### config.mk
export PLATFORM = sky130hd
export DESIGN_NAME = spi_rr_scheduler_flat
export DESIGN_NICKNAME = d
export VERILOG_FILES = /design/src/rtl/spi_rr_scheduler_if.sv /design/src/rtl/spi_rr_scheduler.sv /design/src/flat_wrapper.sv
export SDC_FILE = /design/constraint.sdc
export NUM_CORES = 1
export LEC_CHECK = 0
export CORE_ASPECT_RATIO = 0.5
export CORE_MARGIN = 5
export CORE_UTILIZATION = 35
export CTS_CLUSTER_DIAMETER = 150
export CTS_CLUSTER_SIZE = 20
export DETAILED_ROUTE_END_ITERATION = 10
export GPL_TIMING_DRIVEN = 0
export HOLD_SLACK_MARGIN = 0.05
export SETUP_SLACK_MARGIN = 0.1
export SLEW_MARGIN = 20
export SYNTH_ARGS = -nofsm -noshare
export SYNTH_HDL_FRONTEND = slang
export SYNTH_SLANG_ARGS = --single-unit
### constraint.sdc
create_clock -name clk -period 4.9 [get_ports clk]
set_input_delay 1.47 -clock clk [delete_from_list [all_inputs] [get_ports clk]]
set_output_delay 1.47 -clock clk [all_outputs]
set_load 0.01 [all_outputs]
### src/rtl/spi_rr_scheduler_if.sv
// Host-side handshake between per-channel requesters and the shared SPI engine.
// master = requester side, slave = scheduler side.
interface spi_rr_scheduler_if #(
  parameter int WIDTH = 16
);
  logic [3:0]         req;
  logic [4*WIDTH-1:0] tx_data;
  logic [3:0]         ack;
  logic [WIDTH-1:0]   rx_data;
  logic [1:0]         rx_ch;
  logic               rx_valid;
  logic               busy;

  modport master (output req, tx_data, input ack, rx_data, rx_ch, rx_valid, busy);
  modport slave  (input req, tx_data, output ack, rx_data, rx_ch, rx_valid, busy);
endinterface

### src/rtl/spi_rr_scheduler.sv
// Round-robin arbiter feeding one mode-0, MSB-first SPI shift engine that is
// steered onto one of four channel pin sets at a time.
module spi_rr_scheduler #(
  parameter int WIDTH   = 16,
  parameter int CLK_DIV = 4
) (
  input  logic                 clk,
  input  logic                 rstn,
  spi_rr_scheduler_if.slave    bus,
  output logic [3:0]           SCLK,
  output logic [3:0]           MOSI,
  input  logic [3:0]           MISO,
  output logic [3:0]           CS_n
);
  localparam int BW = $clog2(WIDTH + 1);
  localparam int DW = $clog2(CLK_DIV + 1);
  localparam logic [BW-1:0] LAST_BIT = BW'(WIDTH - 1);
  localparam logic [DW-1:0] DIV_END  = DW'(CLK_DIV - 1);

  typedef enum logic [1:0] {IDLE, SHIFT, HOLD, GAP} state_t;

  state_t           state;
  logic [1:0]       ptr, ch;
  logic [WIDTH-1:0] sr;
  logic [BW-1:0]    bcnt;
  logic [DW-1:0]    div;

  logic             gnt_vld;
  logic [1:0]       gnt, idx;
  logic [WIDTH-1:0] tx_sel;
  logic             div_end, arb;

  // Scan ptr+1..ptr+4; k=4 wraps to ptr itself, so the last winner is lowest priority.
  always_comb begin
    gnt_vld = 1'b0;
    gnt     = ptr;
    idx     = ptr;
    for (int k = 1; k <= 4; k++) begin
      idx = ptr + 2'(k);
      if (!gnt_vld && bus.req[idx]) begin
        gnt_vld = 1'b1;
        gnt     = idx;
      end
    end
    tx_sel = bus.tx_data[32'(gnt)*WIDTH +: WIDTH];
  end

  assign div_end = (div == DIV_END);
  // The last GAP cycle doubles as the arbitration slot so back-to-back grants
  // land exactly CLK_DIV cycles after CS_n rises.
  assign arb     = (state == IDLE) || (state == GAP && div_end);

  always_ff @(posedge clk or negedge rstn) begin
    if (!rstn) begin
      state        <= IDLE;
      ptr          <= 2'd3;
      ch           <= 2'd0;
      sr           <= '0;
      bcnt         <= '0;
      div          <= '0;
      bus.ack      <= '0;
      bus.rx_data  <= '0;
      bus.rx_ch    <= '0;
      bus.rx_valid <= 1'b0;
      bus.busy     <= 1'b0;
      SCLK         <= '0;
      MOSI         <= '0;
      CS_n         <= 4'hF;
    end else begin
      bus.ack      <= '0;
      bus.rx_valid <= 1'b0;
      if (arb) begin
        div  <= '0;
        bcnt <= '0;
        if (gnt_vld) begin
          ptr        <= gnt;
          ch         <= gnt;
          bus.ack    <= 4'b0001 << gnt;
          sr         <= tx_sel;
          CS_n       <= ~(4'b0001 << gnt);
          MOSI       <= '0;
          MOSI[gnt]  <= tx_sel[WIDTH-1];
          bus.busy   <= 1'b1;
          state      <= SHIFT;
        end else begin
          state <= IDLE;
        end
      end else begin
        case (state)
          GAP: div <= div + 1'b1;
          SHIFT: begin
            if (!div_end) begin
              div <= div + 1'b1;
            end else begin
              div <= '0;
              if (!SCLK[ch]) begin
                // Sampling shifts left; the pending MOSI bit is already registered.
                SCLK[ch] <= 1'b1;
                sr       <= {sr[WIDTH-2:0], MISO[ch]};
              end else begin
                SCLK[ch] <= 1'b0;
                if (bcnt == LAST_BIT) begin
                  bcnt  <= '0;
                  state <= HOLD;
                end else begin
                  MOSI[ch] <= sr[WIDTH-1];
                  bcnt     <= bcnt + 1'b1;
                end
              end
            end
          end
          HOLD: begin
            if (!div_end) begin
              div <= div + 1'b1;
            end else begin
              div          <= '0;
              state        <= GAP;
              CS_n         <= 4'hF;
              MOSI         <= '0;
              bus.busy     <= 1'b0;
              bus.rx_valid <= 1'b1;
              bus.rx_data  <= sr;
              bus.rx_ch    <= ch;
            end
          end
          default: ;
        endcase
      end
    end
  end
endmodule

### src/flat_wrapper.sv
// flat-port wrapper written by rule: the top's interface ports become plain ports
module spi_rr_scheduler_flat 
#(
  parameter int WIDTH   = 16,
  parameter int CLK_DIV = 4
)
  (clk, rstn, SCLK, MOSI, MISO, CS_n, bus_req, bus_tx_data, bus_ack, bus_rx_data, bus_rx_ch, bus_rx_valid, bus_busy);
  spi_rr_scheduler_if #(.WIDTH(WIDTH)) bus_i ();
  input  logic clk;
  input  logic rstn;
  output logic [3:0] SCLK;
  output logic [3:0] MOSI;
  input  logic [3:0] MISO;
  output logic [3:0] CS_n;
  input wire logic [$bits(bus_i.req)-1:0] bus_req;
  input wire logic [$bits(bus_i.tx_data)-1:0] bus_tx_data;
  output wire logic [$bits(bus_i.ack)-1:0] bus_ack;
  output wire logic [$bits(bus_i.rx_data)-1:0] bus_rx_data;
  output wire logic [$bits(bus_i.rx_ch)-1:0] bus_rx_ch;
  output wire logic [$bits(bus_i.rx_valid)-1:0] bus_rx_valid;
  output wire logic [$bits(bus_i.busy)-1:0] bus_busy;
  assign bus_i.req = bus_req;
  assign bus_i.tx_data = bus_tx_data;
  assign bus_ack = bus_i.ack;
  assign bus_rx_data = bus_i.rx_data;
  assign bus_rx_ch = bus_i.rx_ch;
  assign bus_rx_valid = bus_i.rx_valid;
  assign bus_busy = bus_i.busy;
  spi_rr_scheduler #(.WIDTH(WIDTH), .CLK_DIV(CLK_DIV)) u_core (.clk(clk), .rstn(rstn), .bus(bus_i), .SCLK(SCLK), .MOSI(MOSI), .MISO(MISO), .CS_n(CS_n));
endmodule
==> Implementation_results.wiki <==
{| class="wikitable"
! Metric !! Value
|-
| RSZ-0062 raised after global routing || no
|-
| Cell family contributing the most delay on the critical path || buffers and inverters
|-
| Critical path cell sequence || clkdlybuf4s50_1 -> nand2b_1 -> o21a_1 -> mux2i_1 -> buf_2 -> buf_4 -> mux2i_1 -> mux2i_1 -> a221o_1
|-
| Buffer cell driving the clock tree root || sky130_fd_sc_hd__clkbuf_16
|-
| Period Utilization, post-route || 72.11%
|-
| Routed WL per cell || 16.84 um
|-
| Internal power || about 2.0 mW
|-
| Most common library cell in the layout ignoring fill and taps || sky130_fd_sc_hd__clkdlybuf4s50_1
|-
| Cell count after synthesis || 323
|-
| Average vias per placed instance || 5.071
|-
| Largest fanout on the critical path || 10
|-
| Overall overflow remaining after global route || 0
|-
| Flop and latch count out of synthesis || between 60 and 70
|-
| Sequential cell area || 1659 sq um
|-
| Area of the multi-input gates || approximately 1800 sq um
|-
| Clock latency on the worst-skew pair || 340 ps
|-
| Number of global-route vias before repair || 3048
|-
| Residual DRC || 0
|-
| Yosys synthesis warning count || 0
|-
| Core area || 10120 sq um
|-
| Sinks on Clock Net || 66
|-
| Count of nets after finishing || 526
|-
| Leading cell types in the layout, fill and taps excluded || sky130_fd_sc_hd__clkdlybuf4s50_1, sky130_fd_sc_hd__dfrtp_1, sky130_fd_sc_hd__mux2i_1
|-
| Clock skew after layout || 5.336 ps
|-
| Crit-path most repeated cell || sky130_fd_sc_hd__mux2i_1
|-
| Total of cells resized after clock tree synthesis || 0
|-
| Detailed Route WL || 9916 um
|-
| H-tree level count || 3
|-
| Count of flip-flops with a built-in enable after synthesis || 0
|-
| Startpoint type of the worst setup path || input pin
|-
| Hold-fix buffer count after cts || 0
|-
| I/O pin total || 110
|-
| Clock tree from TritonCTS || yes
|-
| Post-Synthesis Cell Area || 3598 sq um
|-
| Comb pwr share || 48.3%
|-
| Clock Power Share || 22.2%
|-
| Filler Cell Count || slightly above 900
|-
| Antenna fix cells || 0
|-
| Via count || 2987
|-
| Count of endpoints failing hold in the final timing report || 0
|-
| Classification of the worst setup path || in -> reg
|-
| Aggregate negative setup slack || 0 ps
|-
| Slew of the pin with the lowest slew margin || 836.6 ps
|-
| Maximum clock path buffer count || 2
|-
| Die Y-Extent || 81.70 um
|-
| Max stage delay cell, worst path || sky130_fd_sc_hd__clkdlybuf4s50_1
|-
| Antenna-violating nets left || 0
|-
| Net switching fraction of the power || 37.75%
|-
| Slowest stage delay, CP || roughly 530 ps
|-
| Total count of max-transition violations in the final report || 0
|-
| Number of buffers added by the clock tree synthesis step || 9
|-
| Async set-or-reset flop fraction in the synthesized netlist || 100.0%
|-
| Required time of the critical path || 5110 ps
|-
| Initial antenna violation count || 0
|-
| Critical path data arrival time || 3750 ps
|-
| Outcome || completed
|-
| Die width || 153.4 um
|-
| Kind of end point of the critical path || register
|-
| Endpoints failing setup || 0
|-
| Worst Setup Slack post-DPL || 1005 ps
|-
| Port Buffers || 109
|-
| Relative slew slack || 44.23%
|-
| Setup Fix Bufs, Post-CTS || 0
|-
| Post-synthesis net count || 405
|-
| Number of library cell types mapped by synthesis || 49
|-
| Worst Path Buf+Inv || 3
|-
| Number of maximum-capacitance violations || 0
|-
| Routability-driven placement congestion ratio || 0.7906
|-
| Total net switching power || 1.183 mW
|-
| Prevailing post-synth register cell || sky130_fd_sc_hd__dfrtp_1
|-
| Hold WC Path Type || reg -> reg
|-
| Syn avg cell area || between 10 and 15 sq um
|-
| First-pass GRT wire length || approximately 16000 um
|-
| Largest voltage drop on the vdd net || 0.2175 mV
|-
| Part of the Yosys area used for sequential elements || 46.11%
|-
| Layout cells sized above 1 || between 10 and 15%
|-
| Power per unit of standard cell area || ~600 nW/um^2
|-
| Iter 0 DRT Violations || 178
|-
| Leakage component of the power || approximately 2.4 nW
|-
| Shortest period the worst path allows || roughly 3500 ps
|-
| Maximum clock frequency || 0.2830 GHz
|-
| Synthesis-to-layout area growth || 44.78%
|-
| Initial core utilization || between 30% and 40%
|-
| Clock input transition at the sequential cells of the worst setup and hold paths || 50 ps
|-
| Share of total power in sequential cells || between 20 and 30%
|-
| Post-layout worst setup margin || 1367 ps
|-
| Number of optimization iterations in the first detailed-route pass || 4
|-
| Sum of net half-perimeters after detailed placement || approximately 7500 um
|-
| Pin count of the biggest net entering global routing || 51
|-
| Overall Global Routing Usage || 16.40%
|-
| Die Area || approximately 13000 sq um
|-
| Number of core rows || 26
|}
-- cells by family after synthesis --
family / synth area share (%)
fa+ha+maj: 2.782
buf+inv: 3.338
xor+xnor: 1.460
simple gates: 12.34
mux: 20.62
compound gates: 13.35
flops: 46.11
-- layer usage --
layer,track usage [%],vias to the layer above,part of all wire [%]
met5,0,-,0
met4,5.903,0,1.4
met3,4.421,12,3.9
met2,27.46,52,50
met1,20.85,1491,45
li1,-,1432,-
-- Yosys cell counts (all sizes together) (2+ instances only) --
| cell | n | area [sq um] |
|---|---|---|
| xor2 | 6 | 52.55 |
| a221o | 16 | 160.2 |
| dfrtp | 60 | 1501 |
| dfstp | 6 | 157.7 |
| nor3 | 13 | 76.33 |
| o21ai | 9 | 45.04 |
| buf | 10 | 60.05 |
| mux2i | 49 | 490.5 |
| nand2b | 5 | 31.28 |
| nand3 | 3 | 15.01 |
| ha | 8 | 100.1 |
| a21oi | 14 | 77.58 |
| nor2 | 32 | 122.6 |
| inv | 8 | 30.03 |
| a21o | 3 | 22.52 |
| and3 | 17 | 107.6 |
| clkbuf | 8 | 30.03 |
| mux4 | 2 | 48.80 |
| mux2 | 18 | 202.7 |
| nand2 | 14 | 52.55 |
| o22a | 3 | 27.53 |
| o32a | 2 | 20.02 |
-- state kept, by name, indices dropped and copies added (netlist names), named ones only --
name / flops
u_core.div: 3
u_core.bus.rx_data: 16
u_core.ptr: 2
u_core.bus.rx_valid: 1
u_core.state: 2
u_core.MOSI: 4
u_core.ch: 2
u_core.bus.ack: 4
u_core.CS_n: 4
u_core.sr: 16
u_core.bus.rx_ch: 2
u_core.bcnt: 5
u_core.bus.busy: 1
-- path summary, 6_finish.rpt --
check	end	slack, ps	from	cells past startpoint
max in group asynchronous	u_core.CS_n[0]$_DFFE_PN1P_	3330	rstn	2
max	u_core.sr[13]$_DFFE_PN0P_	1370	bus_req[3]	9
min	register	500	register	1
min in group asynchronous	u_core.sr[6]$_DFFE_PN0P_	1000	rstn	1
max reg2reg	u_core.sr[13]$_DFFE_PN0P_	2210	u_core.div[0]$_DFFE_PN0P_	8
min reg2reg	register	500	register	1
-- power by group through the flow --
stage               clock network, mW  registers [mW]  logic, mW
floorplan                           0           0.920      0.999
global placement                    0           0.928       1.50
detailed placement                  0           0.932       1.52
CTS                             0.707           0.926       1.53
global route                    0.732           0.953       1.66
finish                          0.695           0.925       1.51
-- layout make-up --
class,count,share of cell area [%]
buffer,18,1.729
clock inverter,5,1.489
sequential,66,31.84
clock buffer,11,4.659
tap,140,3.362
timing repair buffer,110,21.42
inverter,8,0.5764
multi-input combinational,231,34.92
-- stage by stage --
step	utilization [%]	instances	hold WS (ps)	power (mW)	cell area (sq um)
detailed placement	48.33	573	492.7	2.454	4890
global route	51.50	589	515.2	3.347	5210
finish	51.50	589	496.3	3.133	5210
global placement	48.08	572	487.9	2.433	4865
CTS	51.50	589	500.0	3.160	5210
floorplan	-	323	472.8	1.919	3598
(Power assumes the default switching activity.)
